===== src/rtl/gol_engine_if.sv =====
// Command/status bundle between a controller and the Game-of-Life engine.
interface gol_engine_if #(
  parameter int ROWS  = 16,
  parameter int COLS  = 16,
  parameter int GEN_W = 16
);
  logic                   load;
  logic [ROWS*COLS-1:0]   grid_in;
  logic                   step;
  logic                   run;
  logic                   halt_stable;
  logic [ROWS*COLS-1:0]   grid_out;
  logic [GEN_W-1:0]       gen_count;
  logic                   evolve_valid;
  logic                   busy;
  logic                   stable;
  logic                   extinct;

  modport master (
    output load, grid_in, step, run, halt_stable,
    input  grid_out, gen_count, evolve_valid, busy, stable, extinct
  );

  modport slave (
    input  load, grid_in, step, run, halt_stable,
    output grid_out, gen_count, evolve_valid, busy, stable, extinct
  );
endinterface


===== src/rtl/gol_engine.sv =====
// Conway Game-of-Life engine: whole ROWS x COLS grid in registers, one
// B3/S23 generation per clock, toroidal or dead-boundary edges.
module gol_engine #(
  parameter int ROWS  = 16,
  parameter int COLS  = 16,
  parameter int WRAP  = 1,
  parameter int GEN_W = 16
) (
  input  logic        clk,
  input  logic        reset,
  gol_engine_if.slave bus
);
  localparam int N = ROWS * COLS;

  typedef enum logic [1:0] {S_IDLE, S_RUN, S_DONE} state_t;

  state_t             state_q, state_d;
  logic [N-1:0]       grid_q, grid_d;
  logic [N-1:0]       next_grid;
  logic [GEN_W-1:0]   gen_q, gen_d;
  logic               ev_q, ev_d;
  logic               upd;
  logic               stable_w;

  // Per-cell neighbour count and B3/S23 rule; edge handling is resolved at
  // elaboration so every neighbour tap is a fixed wire or a constant 0.
  for (genvar r = 0; r < ROWS; r++) begin : g_row
    for (genvar c = 0; c < COLS; c++) begin : g_col
      localparam int RM = (r + ROWS - 1) % ROWS;
      localparam int RP = (r + 1) % ROWS;
      localparam int CM = (c + COLS - 1) % COLS;
      localparam int CP = (c + 1) % COLS;
      localparam bit VN = (WRAP != 0) || (r > 0);
      localparam bit VS = (WRAP != 0) || (r < ROWS - 1);
      localparam bit VW = (WRAP != 0) || (c > 0);
      localparam bit VE = (WRAP != 0) || (c < COLS - 1);

      logic [7:0] nb;
      logic [3:0] cnt;

      assign nb[0] = (VN && VW) ? grid_q[RM*COLS + CM] : 1'b0;
      assign nb[1] =  VN        ? grid_q[RM*COLS + c ] : 1'b0;
      assign nb[2] = (VN && VE) ? grid_q[RM*COLS + CP] : 1'b0;
      assign nb[3] =  VW        ? grid_q[r*COLS  + CM] : 1'b0;
      assign nb[4] =  VE        ? grid_q[r*COLS  + CP] : 1'b0;
      assign nb[5] = (VS && VW) ? grid_q[RP*COLS + CM] : 1'b0;
      assign nb[6] =  VS        ? grid_q[RP*COLS + c ] : 1'b0;
      assign nb[7] = (VS && VE) ? grid_q[RP*COLS + CP] : 1'b0;

      assign cnt = 4'($countones(nb));
      assign next_grid[r*COLS + c] = (cnt == 4'd3) ||
                                     (grid_q[r*COLS + c] && (cnt == 4'd2));
    end
  end

  assign stable_w = (next_grid == grid_q);

  // Command sequencing and generation update; load overrides every state.
  always_comb begin
    state_d = state_q;
    grid_d  = grid_q;
    gen_d   = gen_q;
    ev_d    = 1'b0;
    upd     = 1'b0;
    if (bus.load) begin
      grid_d  = bus.grid_in;
      gen_d   = '0;
      state_d = S_IDLE;
    end else begin
      case (state_q)
        S_IDLE: begin
          if (bus.run)       state_d = S_RUN;
          else if (bus.step) upd     = 1'b1;
        end
        S_RUN: begin
          if (!bus.run)                        state_d = S_IDLE;
          else if (bus.halt_stable && stable_w) state_d = S_DONE;
          else                                  upd     = 1'b1;
        end
        S_DONE: begin
          if (!bus.run) state_d = S_IDLE;
        end
        default: state_d = S_IDLE;
      endcase
      if (upd) begin
        grid_d = next_grid;
        gen_d  = (gen_q == '1) ? gen_q : gen_q + 1'b1;
        ev_d   = 1'b1;
      end
    end
  end

  // State, grid and counter registers with asynchronous clear.
  always_ff @(posedge clk or negedge reset) begin
    if (!reset) begin
      state_q <= S_IDLE;
      grid_q  <= '0;
      gen_q   <= '0;
      ev_q    <= 1'b0;
    end else begin
      state_q <= state_d;
      grid_q  <= grid_d;
      gen_q   <= gen_d;
      ev_q    <= ev_d;
    end
  end

  assign bus.grid_out     = grid_q;
  assign bus.gen_count    = gen_q;
  assign bus.evolve_valid = ev_q;
  assign bus.busy         = (state_q == S_RUN);
  assign bus.stable       = stable_w;
  assign bus.extinct      = (grid_q == '0);
endmodule


===== src/flat_wrapper.sv =====
// flat-port wrapper written by rule: the top's interface ports become plain ports
module gol_engine_flat 
#(
  parameter int ROWS  = 16,
  parameter int COLS  = 16,
  parameter int WRAP  = 1,
  parameter int GEN_W = 16
)
  (clk, reset, bus_load, bus_grid_in, bus_step, bus_run, bus_halt_stable, bus_grid_out, bus_gen_count, bus_evolve_valid, bus_busy, bus_stable, bus_extinct);
  gol_engine_if #(.ROWS(ROWS), .COLS(COLS), .GEN_W(GEN_W)) bus_i ();
  input  logic clk;
  input  logic reset;
  input wire logic [$bits(bus_i.load)-1:0] bus_load;
  input wire logic [$bits(bus_i.grid_in)-1:0] bus_grid_in;
  input wire logic [$bits(bus_i.step)-1:0] bus_step;
  input wire logic [$bits(bus_i.run)-1:0] bus_run;
  input wire logic [$bits(bus_i.halt_stable)-1:0] bus_halt_stable;
  output wire logic [$bits(bus_i.grid_out)-1:0] bus_grid_out;
  output wire logic [$bits(bus_i.gen_count)-1:0] bus_gen_count;
  output wire logic [$bits(bus_i.evolve_valid)-1:0] bus_evolve_valid;
  output wire logic [$bits(bus_i.busy)-1:0] bus_busy;
  output wire logic [$bits(bus_i.stable)-1:0] bus_stable;
  output wire logic [$bits(bus_i.extinct)-1:0] bus_extinct;
  assign bus_i.load = bus_load;
  assign bus_i.grid_in = bus_grid_in;
  assign bus_i.step = bus_step;
  assign bus_i.run = bus_run;
  assign bus_i.halt_stable = bus_halt_stable;
  assign bus_grid_out = bus_i.grid_out;
  assign bus_gen_count = bus_i.gen_count;
  assign bus_evolve_valid = bus_i.evolve_valid;
  assign bus_busy = bus_i.busy;
  assign bus_stable = bus_i.stable;
  assign bus_extinct = bus_i.extinct;
  gol_engine #(.ROWS(ROWS), .COLS(COLS), .WRAP(WRAP), .GEN_W(GEN_W)) u_core (.clk(clk), .reset(reset), .bus(bus_i));
endmodule

===== config.mk =====
export PLATFORM = sky130hd
export DESIGN_NAME = gol_engine_flat
export DESIGN_NICKNAME = d
export VERILOG_FILES = /design/src/rtl/gol_engine_if.sv /design/src/rtl/gol_engine.sv /design/src/flat_wrapper.sv
export SDC_FILE = /design/constraint.sdc
export NUM_CORES = 2
export LEC_CHECK = 0
export BUFFER_PORTS_ARGS = -buffer_cell sky130_fd_sc_hd__buf_2
export CAP_MARGIN = 15
export CORE_AREA = 2 2 316 318
export CTS_CLUSTER_SIZE = 12
export DETAILED_ROUTE_END_ITERATION = 6
export DIE_AREA = 0 0 318 320
export GPL_ROUTABILITY_DRIVEN = 0
export MAX_ROUTING_LAYER = met4
export PLACE_DENSITY = 0.86
export SETUP_SLACK_MARGIN = 0.5
export SYNTH_ARGS = -nofsm -noshare
export SYNTH_HDL_FRONTEND = slang
export SYNTH_SLANG_ARGS = --single-unit

===== constraint.sdc =====
create_clock -name clk -period 8 [get_ports clk]
set_clock_uncertainty 0.1 [all_clocks]
set_input_delay 0.8 -clock clk [delete_from_list [all_inputs] [get_ports clk]]
set_output_delay 0.8 -clock clk [all_outputs]
set_load 0.05 [all_outputs]

==> flow_summary.yaml, run 1 <==
grt:
  grt-ovfl-total: 14
  grt_usage_pct: 64.5
  grt_pass1_vias: 63800
  grt_pass1_wl_um: 452000
  grt_max_degree: 179
yosys:
  ys_types: 62
  ys_seq_elements: 275
  syn_nets: 9338
  synth_ff_type: "dfrtp_1"
  yosys_warnings: 0
  synth_cells: 6881
  yosysSeqAreaShare_pct: 10.7
  synth_edf_count: 0
  avgSynthCellArea_um2: 9.38
  synthArstFlopShare_pct: 100
  syn_area_mm2: 0.0646
floorplan:
  initial_utilization_pct: 65.9
  die_width_um: 318
  pin_count: 538
  rows: 115
  die_h_um: 320
placed_design:
  dp_hpwl_um: 241000
  port_buffers: 537
clock_tree:
  post_cts_buffers: 0
  cts.path.max_buffers: 3
  cts-htree-levels: 2
  ctsResizeCount: 4
  cts-root-buf: "clkbuf_16"
  cts_buffers: 42
  clkSinkCount: 275
  ctsHoldBuffers: 0
outcome:
  lastStage: "global routing"
  status: "did not finish"
  stop_error: "[ERROR GRT-0116] Global routing finished with congestion. Check the congestion regions in the DRC Viewer."
## routing by layer
layer	GRT overflow	GRT usage, %
met1	0	63.0
met2	9	77.3
met3	1	51.9
met4	4	61.9
met5	-	-
## Yosys cell counts, types with 11 or more instances
| master | n | share of area [%] |
|---|---|---|
| inv_1 | 2201 | 13 |
| ha_1 | 1193 | 23 |
| fa_1 | 1002 | 31 |
| nor2b_1 | 324 | 3.1 |
| dfrtp_1 | 275 | 11 |
| nand2_1 | 259 | 1.5 |
| a21oi_1 | 232 | 1.8 |
| nor3b_1 | 228 | 2.7 |
| o31ai_1 | 113 | 1.3 |
| nand3_1 | 109 | 0.85 |
| o31ai_2 | 100 | 1.9 |
| nor2_1 | 93 | 0.54 |
| clkbuf_1 | 89 | 0.52 |
| nand4_1 | 89 | 0.86 |
| mux2i_1 | 88 | 1.4 |
| a311oi_1 | 37 | 0.50 |
| a211oi_1 | 36 | 0.42 |
| nor4_1 | 35 | 0.34 |
| or3b_2 | 35 | 0.47 |
| a22oi_1 | 34 | 0.40 |
| a21o_1 | 25 | 0.29 |
| o21ai_0 | 23 | 0.18 |
| xor2_1 | 23 | 0.31 |
| a32oi_1 | 22 | 0.30 |
| o2111ai_1 | 22 | 0.30 |
| buf_2 | 19 | 0.15 |
| nand2b_1 | 19 | 0.18 |
| o22ai_1 | 17 | 0.16 |
| buf_6 | 16 | 0.28 |
| nor3_1 | 11 | 0.085 |
## cells by family after synthesis
family                     synth area share [%]
AOI/OAI and AO/OA                          8.30
muxes                                      1.54
xor gates and xnor gates                  0.366
adders and majority gates                  54.2
buffers and inverters                      13.7
DFF                                        10.7
and+or+nand+nor                            11.2
## metrics by stage
stage          instances  worst slack (ns)  instance area, um2
3_3_place_gp        8666             0.594               69000
3_5_place_dp        8666             0.430               69000
2_1_floorplan       6881              2.22               64600
4_1_cts             8740             0.531               70400
==> run 2: changes to the inputs <==
Settings changed: CORE_AREA 2 2 316 318 to 2 2 405 407, CTS_CLUSTER_SIZE 12 to unset, DIE_AREA 0 0 318 320 to 0 0 407 409, MAX_ROUTING_LAYER met4 to unset, PLACE_DENSITY 0.86 to unset, PLACE_DENSITY_LB_ADDON set to 0.15, SETUP_SLACK_MARGIN 0.5 to unset.
==> run 2 against run 1 <==
Effect of this change: the flow now finishes, with violations (setup timing); synthesized cell count stayed put; synthesized area stayed put.
==> flow_summary.yaml, run 2 <==
yosys:
  synthSimpleGateAreaFrac_pct: 11.2
  yosysTopAreaCellShare_pct: 31.1
  yosysSeqAreaShare_pct: 10.7
  syn_area_mm2: 0.0646
  yosysMostFrequentCell: "inv_1"
  yosys_warnings: 0
  synth-xor-area-share_pct: 0.366
  yosysTopAreaCell: "fa_1"
  synth_compound_area_share_pct: 8.30
  synthAdderAreaFrac_pct: 54.2
  avgSynthCellArea_um2: 9.38
  synthMuxAreaShare_pct: 1.54
  synth_top_family_by_area: "adder cells"
  synth_cells: 6881
  synthArstFlopShare_pct: 100
  synthTopCellsByCount: "inv_1 (2201), ha_1 (1193), fa_1 (1002)"
  ys_types: 62
  synth_ff_type: "dfrtp_1"
  synth_edf_count: 0
  ys_seq_elements: 275
  synthTopCellsByArea: "fa_1 (31%), ha_1 (23%), inv_1 (13%), dfrtp_1 (11%), nor2b_1 (3.1%)"
  syn_nets: 9338
setup_path:
  worstPathRequired_ns: 7.10
  crit_path_frequent_cell: "fa_1"
  crit_slowest_cell: "dfrtp_1"
  path_class: "flip-flop to primary output"
  critPathMaxFanout: 9
  worstPathCellList: "ha_1, inv_1, fa_1, fa_1, inv_1, ha_1, fa_1, or3b_2, a32oi_1, nand4_1, nor4_1, nand4b_1, nor3b_1, and3_1, buf_2"
  start_kind: "flip-flop"
  cp-end-kind: "primary output"
  cp.arrival_ns: 7.19
  max_stage_delay_ns: 0.76
layout:
  layout_common_cells: "inv_1 (2200), ha_1 (1193), fa_1 (1002), buf_2 (536), nor2b_1 (324)"
  layout_commonest_cell: "inv_1"
  final_nets: 9991
  drive_gt1_share_pct: 12.8
  fin_util_pct: 44.8
  largest_register_ffs: 256
  areaGrowthSynthToFinish_pct: 12.6
grt:
  grt-ovfl-total: 0
  antenna_found_initial: 27
  grt_pass1_vias: 55200
  grt_max_degree: 107
  grt_pass1_wl_um: 446000
  grt_usage_pct: 39.4
clock_tree:
  cts-root-buf: "clkbuf_16"
  clk_pin_slew_ns: 0.07
  clkSinkCount: 275
  clock_latency_ns: 0.70
  cts-htree-levels: 2
  cts.path.max_buffers: 3
  cts_tree: "done"
  ctsHoldBuffers: 0
  cts_buffers: 47
routing:
  drt_iter0_drc: 6585
  drc: 0
  num_vias: 55100
  routed_wl_um: 329000
  wl_per_cell_um: 33.7
  avgViaCountPerCell: 5.65
  ant_nets: 0
  dr.pass1.iters: 7
floorplan:
  pin_count: 538
  die_h_um: 409
  rows: 148
  initial_utilization_pct: 39.8
  coreArea_mm2: 0.162
  die_width_um: 407
  fp.dieArea_mm2: 0.166
sta:
  drv_slew: 0
  worst_pin_slew_ns: 1.36
  clock.fmax_mhz: 124
  rsz0062_at_grt: "no"
  hold_viol: 0
  min_period_ns: 8.09
  setup_violations: 1
  period_share_pct: 101
  slew_headroom_pct: 9.25
  setup_ws_ns: -0.0868
outcome:
  violations: "setup timing"
  status: "complete, but fails checks"
worst_hold_path:
  hp-class: "input pin to async pin"
placed_design:
  dp_hpwl_um: 286000
  dp_slack_ns: 0.452
  port_buffers: 537
job:
  maxCapViolCount: 0
[run 2: worst max-delay path, delay by kind of cell (launching register included)]
| kind | cells | cell delay [ns] |
|---|---|---|
| AND/OR/NAND/NOR | 6 | 2.81 |
| adder cells (fa/ha/maj) | 5 | 2.00 |
| flip-flops | 1 | 0.76 |
| buffers and inverters | 3 | 0.51 |
| AO/OA/AOI/OAI | 1 | 0.41 |
[run 2: logic make-up after synthesis]
| kind of cell | after synthesis |
|---|---|
| buf+inv | 2325 |
| mux | 98 |
| compound gates | 715 |
| simple gates | 1246 |
| fa+ha+maj | 2195 |
| flops | 275 |
| xor+xnor | 27 |
[run 2: what timing repair did]
item,4_1_cts,5_1_grt
buffers inserted,0,0
endpoints found under the setup margin,1,1
gates resized for setup,1,2
[run 2: final cells by class]
class | count | area (um2)
Antenna cell | 11 | 27.5
Clock buffer | 64 | 1340
Clock inverter | 23 | 233
Fill cell | 16000 | 89400
Inverter | 2201 | 8260
Multi-Input combinational cell | 4281 | 48800
Sequential cell | 275 | 6880
Tap cell | 2175 | 2720
Timing Repair Buffer | 728 | 4370
[run 2: through the flow]
step	TNS, ns	instances	cell area, um2	hold WS [ns]
floorplan	0	6881	64600	0.366
global route	0	9747	72600	0.109
detailed placement	0	9660	71100	0.481
finish	-0.0868	9758	72700	0.0355
global placement	0	9655	71000	0.471
CTS	0	9747	72600	0.103
[run 2: routing by layer]
layer,wire length (um),global-route usage [%],vias to the layer above,share of wire [%]
met2,133000,55.6,3530,40
met5,88,0,-,0.027
met4,31300,29.4,14,9.5
met3,42900,15.1,972,13
li1,-,-,23000,-
met1,121000,48.3,27600,37
[run 2: worst paths after layout]
kind / from / endpoint / slack, ns / cells after the start
worst max-delay path: u_core.bus.grid_out[152]$_DFFE_PN0P_ / bus_stable / -0.09 / 15
worst min-delay path: reset / u_core.bus.gen_count[7]$_DFFE_PN0P_ / 0.04 / 1
worst max register to register: u_core.bus.grid_out[152]$_DFFE_PN0P_ / u_core.bus.grid_out[170]$_DFFE_PN0P_ / 0.36 / 21
worst min register to register: u_core.state_q[0]$_DFFE_PN0P_ / u_core.state_q[0]$_DFFE_PN0P_ / 0.51 / 2
max in group asynchronous: reset / u_core.bus.grid_out[79]$_DFFE_PN0P_ / 6.17 / 2
min in group clk: bus_grid_in[147] / u_core.bus.grid_out[147]$_DFFE_PN0P_ / 0.22 / 3
Power of run 2 is left out: the tool's default activity adds up to more than one toggle a clock period on the data nets, which glitch-free logic cannot reach.
